==> src/rtl/GLOBAL_PARAM.sv <==
// rtl/GLOBAL_PARAM.sv - shared DDR interface widths and arbiter state encoding
package GLOBAL_PARAM;

   localparam int DDR_W      = 64;
   localparam int DDR_ADDR_W = 32;
   localparam int BURST_W    = 4;

   // Shared with the read-side arbiter so both walk the same burst phases.
   typedef enum logic [1:0] {
      IDLE = 2'd0,
      ADDR = 2'd1,
      DATA = 2'd2
   } arb_state_t;

endpackage

==> src/rtl/rr_pick.sv <==
// rtl/rr_pick.sv - combinational round-robin priority encoder
module rr_pick #(
   parameter int REQ_NUM = 2
)(
   input  logic [REQ_NUM-1:0]         req,
   input  logic [$clog2(REQ_NUM)-1:0] ptr,
   output logic [$clog2(REQ_NUM)-1:0] sel,
   output logic                       any
);

   localparam int GW = $clog2(REQ_NUM);

   int idx;

   always_comb begin
      sel = '0;
      any = 1'b0;
      idx = 0;
      // Scan from farthest to nearest so the candidate closest to ptr is written last.
      for (int i = REQ_NUM - 1; i >= 0; i--) begin
         idx = (int'(ptr) + i) % REQ_NUM;
         if (req[GW'(idx)]) begin
            sel = GW'(idx);
            any = 1'b1;
         end
      end
   end

endmodule

==> src/rtl/ddr_wr_arb.sv <==
// rtl/ddr_wr_arb.sv - burst-granular round-robin arbiter for one shared DDR write port
module ddr_wr_arb #(
   parameter int REQ_NUM    = 2,
   parameter int DDR_W      = GLOBAL_PARAM::DDR_W,
   parameter int DDR_ADDR_W = GLOBAL_PARAM::DDR_ADDR_W,
   parameter int BURST_W    = GLOBAL_PARAM::BURST_W
)(
   input  logic                            clk,
   input  logic                            rst,
   input  logic [REQ_NUM*DDR_ADDR_W-1:0]   req_addr,
   input  logic [REQ_NUM*BURST_W-1:0]      req_size,
   input  logic [REQ_NUM-1:0]              req_addr_valid,
   output logic [REQ_NUM-1:0]              req_addr_ready,
   input  logic [REQ_NUM*DDR_W-1:0]        req_data,
   input  logic [REQ_NUM-1:0]              req_valid,
   output logic [REQ_NUM-1:0]              req_ready,
   output logic [DDR_ADDR_W-1:0]           ddr_addr,
   output logic [BURST_W-1:0]              ddr_size,
   output logic                            ddr_addr_valid,
   input  logic                            ddr_addr_ready,
   output logic [DDR_W-1:0]                ddr_data,
   output logic                            ddr_valid,
   input  logic                            ddr_ready,
   output logic [$clog2(REQ_NUM)-1:0]      grant,
   output logic                            busy
);

   import GLOBAL_PARAM::*;

   localparam int GW = $clog2(REQ_NUM);

   arb_state_t          state, state_nxt;
   logic [GW-1:0]       rr_ptr, rr_ptr_nxt, grant_nxt, pick_sel;
   logic                pick_any;
   logic [BURST_W-1:0]  cnt, cnt_nxt;

   logic [DDR_ADDR_W-1:0] addr_arr [REQ_NUM];
   logic [BURST_W-1:0]    size_arr [REQ_NUM];
   logic [DDR_W-1:0]      data_arr [REQ_NUM];

   for (genvar g = 0; g < REQ_NUM; g++) begin : g_unpack
      assign addr_arr[g] = req_addr[g*DDR_ADDR_W +: DDR_ADDR_W];
      assign size_arr[g] = req_size[g*BURST_W +: BURST_W];
      assign data_arr[g] = req_data[g*DDR_W +: DDR_W];
   end

   rr_pick #(
      .REQ_NUM (REQ_NUM)
   ) u_rr_pick (
      .req (req_addr_valid),
      .ptr (rr_ptr),
      .sel (pick_sel),
      .any (pick_any)
   );

   assign busy = (state != IDLE);

   always_ff @(posedge clk or negedge rst) begin
      if (!rst) begin
         state  <= IDLE;
         rr_ptr <= '0;
         grant  <= '0;
         cnt    <= '0;
      end else begin
         state  <= state_nxt;
         rr_ptr <= rr_ptr_nxt;
         grant  <= grant_nxt;
         cnt    <= cnt_nxt;
      end
   end

   always_comb begin
      state_nxt      = state;
      rr_ptr_nxt     = rr_ptr;
      grant_nxt      = grant;
      cnt_nxt        = cnt;
      ddr_addr       = '0;
      ddr_size       = '0;
      ddr_addr_valid = 1'b0;
      ddr_data       = '0;
      ddr_valid      = 1'b0;
      req_addr_ready = '0;
      req_ready      = '0;

      case (state)
         IDLE: begin
            if (pick_any) begin
               grant_nxt = pick_sel;
               state_nxt = ADDR;
            end
         end
         ADDR: begin
            ddr_addr              = addr_arr[grant];
            ddr_size              = size_arr[grant];
            ddr_addr_valid        = req_addr_valid[grant];
            req_addr_ready[grant] = ddr_addr_ready;
            if (req_addr_valid[grant] && ddr_addr_ready) begin
               cnt_nxt   = size_arr[grant];
               state_nxt = DATA;
            end
         end
         DATA: begin
            ddr_data         = data_arr[grant];
            ddr_valid        = req_valid[grant];
            req_ready[grant] = ddr_ready;
            if (req_valid[grant] && ddr_ready) begin
               // cnt holds beats remaining after this one, so zero marks the last beat.
               if (cnt == '0) begin
                  state_nxt  = IDLE;
                  rr_ptr_nxt = (int'(grant) == REQ_NUM - 1) ? '0 : grant + 1'b1;
               end else begin
                  cnt_nxt = cnt - 1'b1;
               end
            end
         end
         default: state_nxt = IDLE;
      endcase
   end

endmodule

==> config.mk <==
export PLATFORM = sky130hd
export DESIGN_NAME = ddr_wr_arb
export DESIGN_NICKNAME = d
export VERILOG_FILES = /design/src/rtl/GLOBAL_PARAM.sv /design/src/rtl/rr_pick.sv /design/src/rtl/ddr_wr_arb.sv
export SDC_FILE = /design/constraint.sdc
export NUM_CORES = 1
export LEC_CHECK = 0
export CELL_PAD_IN_SITES_DETAIL_PLACEMENT = 1
export CELL_PAD_IN_SITES_GLOBAL_PLACEMENT = 1
export CORE_UTILIZATION = 12
export CTS_CLUSTER_DIAMETER = 80
export CTS_CLUSTER_SIZE = 8
export DETAILED_ROUTE_END_ITERATION = 7
export PLACE_DENSITY_LB_ADDON = 0.1
export SLEW_MARGIN = 20
export SYNTH_ARGS = -nofsm -noshare
export SYNTH_HDL_FRONTEND = slang
export SYNTH_SLANG_ARGS = --single-unit
==> constraint.sdc <==
create_clock -name clk -period 1.56 [get_ports clk]
set_clock_uncertainty 0.15 [all_clocks]
set_input_delay 0.156 -clock clk [delete_from_list [all_inputs] [get_ports clk]]
set_output_delay 0.156 -clock clk [all_outputs]
set_load 0.03 [all_outputs]
== Word-level counts from Yosys, hierarchy flattened ==
Index checks and enable logic that the tools add are counted.
Widths: inputs -> output; s select.

* Add/sub/neg operators: 3
* Order comparisons: 5
* Equal/unequal tests: 7
* Mux-type cells: 40
* Bitwise logic cells: 3
* Reductions and logical operators: 11

{| class="wikitable"
|+ Operator list
! operator !! count
|-
| $mux 64 || 4
|-
| $mux 32 || 4
|-
| $mux 4 || 7
|-
| $mux 1 || 16
|-
| $mux 2 || 6
|-
| $ne 2x2->1 const B || 5
|-
| $pmux 4 s2 || 1
|-
| $reduce_and 4->1 || 2
|-
| $lt 1x3->1 const B || 2
|-
| $pmux 2 s3 || 1
|-
| $and 2x2->2 || 2
|-
| $logic_not 4->1 || 1
|-
| $reduce_bool 2->1 || 2
|-
| $sub 4x1->4 const B || 1
|-
| $logic_and 1x1->1 || 3
|-
| $reduce_and 3->1 || 1
|-
| $add 1x1->1 const B || 2
|-
| $eq 2x1->1 const B || 1
|-
| $eq 2x2->1 const B || 1
|-
| $ge 2x2->1 const B || 1
|-
| $logic_not 2->1 || 1
|-
| $lt 1x2->1 const B || 1
|-
| $not 1->2 || 1
|-
| $reduce_and 2->1 || 1
|-
| other kinds (2) || 2
|}

* Flip-flop bits (word level): 8
* Input port bits: 208
* Output and inout port bits: 108
* Logic and storage cells: 73

== Depth between registers and ports, before layout ==
Gate-level depths: netlist of run 1.

* Word-level depth: 8
* Depth in mapped cells: 6
* Mapped depth without buffers: 6

== Cells and area by module ==
Synthesis of run 1 repeated with hierarchy kept, for this count alone.

* Cells, all modules: 288
* Area total of the unflattened synthesis: 2020.7 um^2

{| class="wikitable"
|+ Modules (own cells, without submodules)
! module !! instances !! cells an instance !! area an instance (um^2)
|-
| ddr_wr_arb || 1 || 286 || 2006.9
|-
| rr_pick || 1 || 2 || 13.8
|}

== Worst setup path before layout of run 1 ==
No wires, ideal clock.

* Path type: register -> output
* Start: register grant
* End: output ddr_addr[0]
* Arrival: 1642 ps
* Slack: -388 ps
* Cell stages (with the launch flop): 6
* Path buffers: 3
* Cells stage by stage: dfrtp_1 -> buf_6 -> buf_2 -> buf_2 -> mux2i_1 -> nor2_1

* Cells in the longest elaborated chain, start to end: 5

{| class="wikitable"
|+ Ends and longest elaborated chain
! item !! RTL line !! source
|-
| start, declared || ddr_wr_arb.sv:24 || <nowiki>output logic [$clog2(REQ_NUM)-1:0] grant,</nowiki>
|-
| start signal, assigned || ddr_wr_arb.sv:67 || <nowiki>grant <= grant_nxt;</nowiki>
|-
| $not 1->2 (not written as such) || ddr_wr_arb.sv:93 || <nowiki>ddr_addr = addr_arr[grant];</nowiki>
|-
| $mux 32 (not written as such) (3 in series) || ddr_wr_arb.sv:93 ||
|-
| $mux 32 || ddr_wr_arb.sv:85 || <nowiki>case (state)</nowiki>
|-
| end, declared || ddr_wr_arb.sv:17 || <nowiki>output logic [DDR_ADDR_W-1:0] ddr_addr,</nowiki>
|}

No other way between the ends. The select of a mux whose other input is x is not followed.

== Final worst setup path of run 1 ==
* Start: register grant
* End: output ddr_data[22]

* Cells in the longest elaborated chain, start to end: 5

{| class="wikitable"
|+ Ends and longest elaborated chain
! item !! RTL line !! source
|-
| $not 1->2 (not written as such) || ddr_wr_arb.sv:103 || <nowiki>ddr_data = data_arr[grant];</nowiki>
|-
| $mux 64 (not written as such) (3 in series) || ddr_wr_arb.sv:103 ||
|-
| $mux 64 || ddr_wr_arb.sv:85 ||
|-
| end, declared || ddr_wr_arb.sv:21 || <nowiki>output logic [DDR_W-1:0] ddr_data,</nowiki>
|}

No other way between the ends. The select of a mux whose other input is x is not followed.

==> summary.txt, run 1 <==
Outcome
  • Status: finished, violations left
  • Failing checks: setup timing

Layout
  • Synth-to-Final Area Change: 251%
  • Final Net Count: 860
  • Area taken by flip-flops and latches: 204 µm²
  • Layout cells sized above 1: 50.6%
  • Layout Cells excl Fill: 867
  • Fin util: 43.8%
  • Area occupied by multi-input gates: 2290 µm²
  • Fill cell count: 1,780

Routing
  • DR iter-0 viols: 49
  • Met2 wire length: 8700 µm
  • First-pass DRT Iterations: 4
  • DR vias/cell: 4.06
  • Routed Antenna Nets: 0
  • Detailed Route WL: 15,400 µm
  • DR top layer: met4
  • DRT met1 WL: 5680 µm
  • DR DRC count: 0
  • Vias: 3,522
  • Met3 wire length: 800 µm
  • Routed len/inst: 17.7 µm

Run
  • Max-cap violations: 0

Floorplan
  • Core area: 16,100 µm²
  • Io pins: 316
  • Die area: 17,200 µm²
  • Initial Util: 12.5%
  • Die Width: 131 µm
  • Core Rows: 46
  • Die Y: 131 µm

Timing
  • Hold Slack: 0.0885 ns
  • Final Setup Violations: 111
  • Final hold vios: 0
  • Max-slew violations: 0
  • Final period utilization: 118%
  • RSZ-0062 raised after global routing: yes
  • Worst Tran Pin Value: 0.453 ns
  • Fmax achieved: 0.542 GHz
  • Setup WS post-layout: -0.284 ns
  • Relative slew slack: 69.7%
  • Min Tclk post-route: 1.84 ns

Logic synthesis
  • Leading area contributor after synthesis: mux2i_1
  • Count of different cell masters after synthesis: 24
  • Top post-synthesis cells by area: mux2i_1, nor2_1, dfrtp_1, buf_2, nand2_1
  • Top post-synthesis cells by count: nor2_1, mux2i_1, buf_2
  • Register bit total from synthesis: 8
  • Number of synthesized flops with an enable pin: 0
  • Seq/Total Area, Yosys: 9.98%
  • Mapped Cells: 286
  • Dominant synthesized flop cell: dfrtp_1
  • Post-synth ARST share: 100%
  • Synth warn: 0
  • Synth top area share: 50.9%
  • Syn Std Cell Area: 2010 µm²
  • Syn_area_per_cell: 7.02 µm²
  • Most frequent cell after synthesis: nor2_1
  • Syn_nets: 495

Clock tree
  • Cts bufs inserted: 3
  • Root Driver: clkbuf_16
  • H-Tree Depth: 1
  • CTS sink cnt: 8
  • Clock latency on the worst-skew pair: 0.24 ns
  • Clock slew at reported path FFs: 0.04 ns
  • CTS tree: built
  • Longest Clk Path Bufs: 2

Worst setup path
  • CP Capture Type: output port
  • WP data arrival: 1.54 ns
  • Worst Setup Path Type: register to output port
  • Reg2reg end: cnt[2]$_DFFE_PN0P_
  • Worst reg2reg path depth: 6
  • Critical Path RT: 1.25 ns
  • Crit Reg-Reg Startpoint: grant$_DFFE_PN0P_
  • Reg2Reg Setup Slack: -0.25 ns
  • Critical path peak fanout: 11
  • CP Launch Type: register

Power and ir drop
  • P per Cell Area: 1240 nW/µm²
  • VDD IR max: 0.699 mV
  • Pleak: 3.22 nW

Global route
  • Global-route usage over all layers: 16.6%
  • Grt ovf: 0
  • First-pass GRT wire length: 22,400 µm
  • Initial antenna violation count: 1
  • Largest net degree at the start of global routing: 17
  • Vias in the first global route: 3,682

Worst hold path
  • Worst hold path type: input port to asynchronous set/reset pin

Placement
  • Placed Cells: 829
  • Port bufs: 315
  • Routability cong.: 0.791
  • Pre-CTS WS: -0.286 ns
  • Post-detail-place hpwl: 12,100 µm
how the worst max path moves through the flow:
stage	end	slack [ns]	cells past startpoint	startpoint
global route	ddr_data[29]	-0.37	5	grant$_DFFE_PN0P_
CTS	ddr_addr[19]	-0.30	5	grant$_DFFE_PN0P_
floorplan	ddr_data[7]	-0.23	5	state[0]$_DFFE_PN0P_
global placement	cnt[0]$_DFFE_PN0P_	-0.26	5	ddr_ready
detailed placement	cnt[0]$_DFFE_PN0P_	-0.29	5	ddr_ready
finish	ddr_data[22]	-0.28	5	grant$_DFFE_PN0P_
timing repair:
item	CTS	global route
endpoints found under the setup margin	111	115
pin swaps	7	16
gates cloned	4	1
gates resized for setup	120	65
setup buffers	20	12
hold buffers	0	0
placed cells by master (no fill, tap or decap), drive strengths merged:
cell type and n:
a21oi 4, a41oi 1, buf 176, bufbuf 1, clkbuf 5, clkdlybuf4s50 207, dfrtp 8, diode 1
ha 1, inv 4, mux2 1, mux2i 102, nand2 11, nand2b 3, nand3 3, nand3b 2
nand4 1, nor2 108, nor2b 1, nor3b 1, o211a 1, o21ai 6, o22ai 1, o32ai 1
or3 1
state kept, by name (all words and copies together), names as in the netlist:
signal,flops
grant,1
state,2
rr_ptr,1
cnt,4
layer usage:
layer  GRT usage (%)  vias to the layer above
met5               0                        -
met4            2.52                        0
met3            2.51                       13
met2            33.7                      141
met1            18.1                     1665
li1                -                     1703
power by group:
part	leakage [nW]	switching, mW	internal (mW)	total [mW]
Combinational	3.10	4.02	3.88	7.90
Sequential	0.0877	0.111	0.300	0.411
Clock	0.0382	0.115	0.342	0.456
critical path, stage by stage (launching register included):
cell and delay (ns):
dfrtp_4 0.54, buf_12 0.18, buf_4 0.14, mux2i_4 0.18
nor2_4 0.11, buf_6 0.14
area by class of cell:
| cell class | count | share of cell area [%] |
|---|---|---|
| repair buffers | 385 | 59.3 |
| clock buffers | 4 | 1.12 |
| flip-flops and latches | 8 | 2.89 |
| inverters | 4 | 0.319 |
| multi-input cells | 249 | 32.5 |
| well taps | 216 | 3.83 |
| diodes | 1 | 0.0355 |
metrics by stage:
stage / area (µm²) / TNS, ns / power, mW
2_1_floorplan: 2290 / -12.44 / 3.82
3_3_place_gp: 5870 / -3.87 / 6.70
3_5_place_dp: 5870 / -5.99 / 6.76
4_1_cts: 6720 / -25.89 / 8.41
5_1_grt: 7050 / -31.66 / 9.21
6_report: 7050 / -25.12 / 8.77
cell families after synthesis:
logic type / Yosys count / share of synthesized area (%)
and+or+nand+nor: 131 / 26.0
muxes: 103 / 51.4
buffers and inverters: 29 / 6.86
AOI/OAI and AO/OA: 14 / 5.11
DFF: 8 / 9.97
adders and majority gates: 1 / 0.623
(Power assumes the default switching activity.)
==> run 2, diff against run 1 <==
--- a/config.mk
+++ b/config.mk
@@ -11,6 +11,7 @@
 export CTS_CLUSTER_DIAMETER = 80
 export CTS_CLUSTER_SIZE = 8
 export DETAILED_ROUTE_END_ITERATION = 7
+export GPL_ROUTABILITY_DRIVEN = 0
 export PLACE_DENSITY_LB_ADDON = 0.1
 export SLEW_MARGIN = 20
 export SYNTH_ARGS = -nofsm -noshare
==> results of run 2 <==
No change in the layout: final DEF, timing and power equal those of run 1.
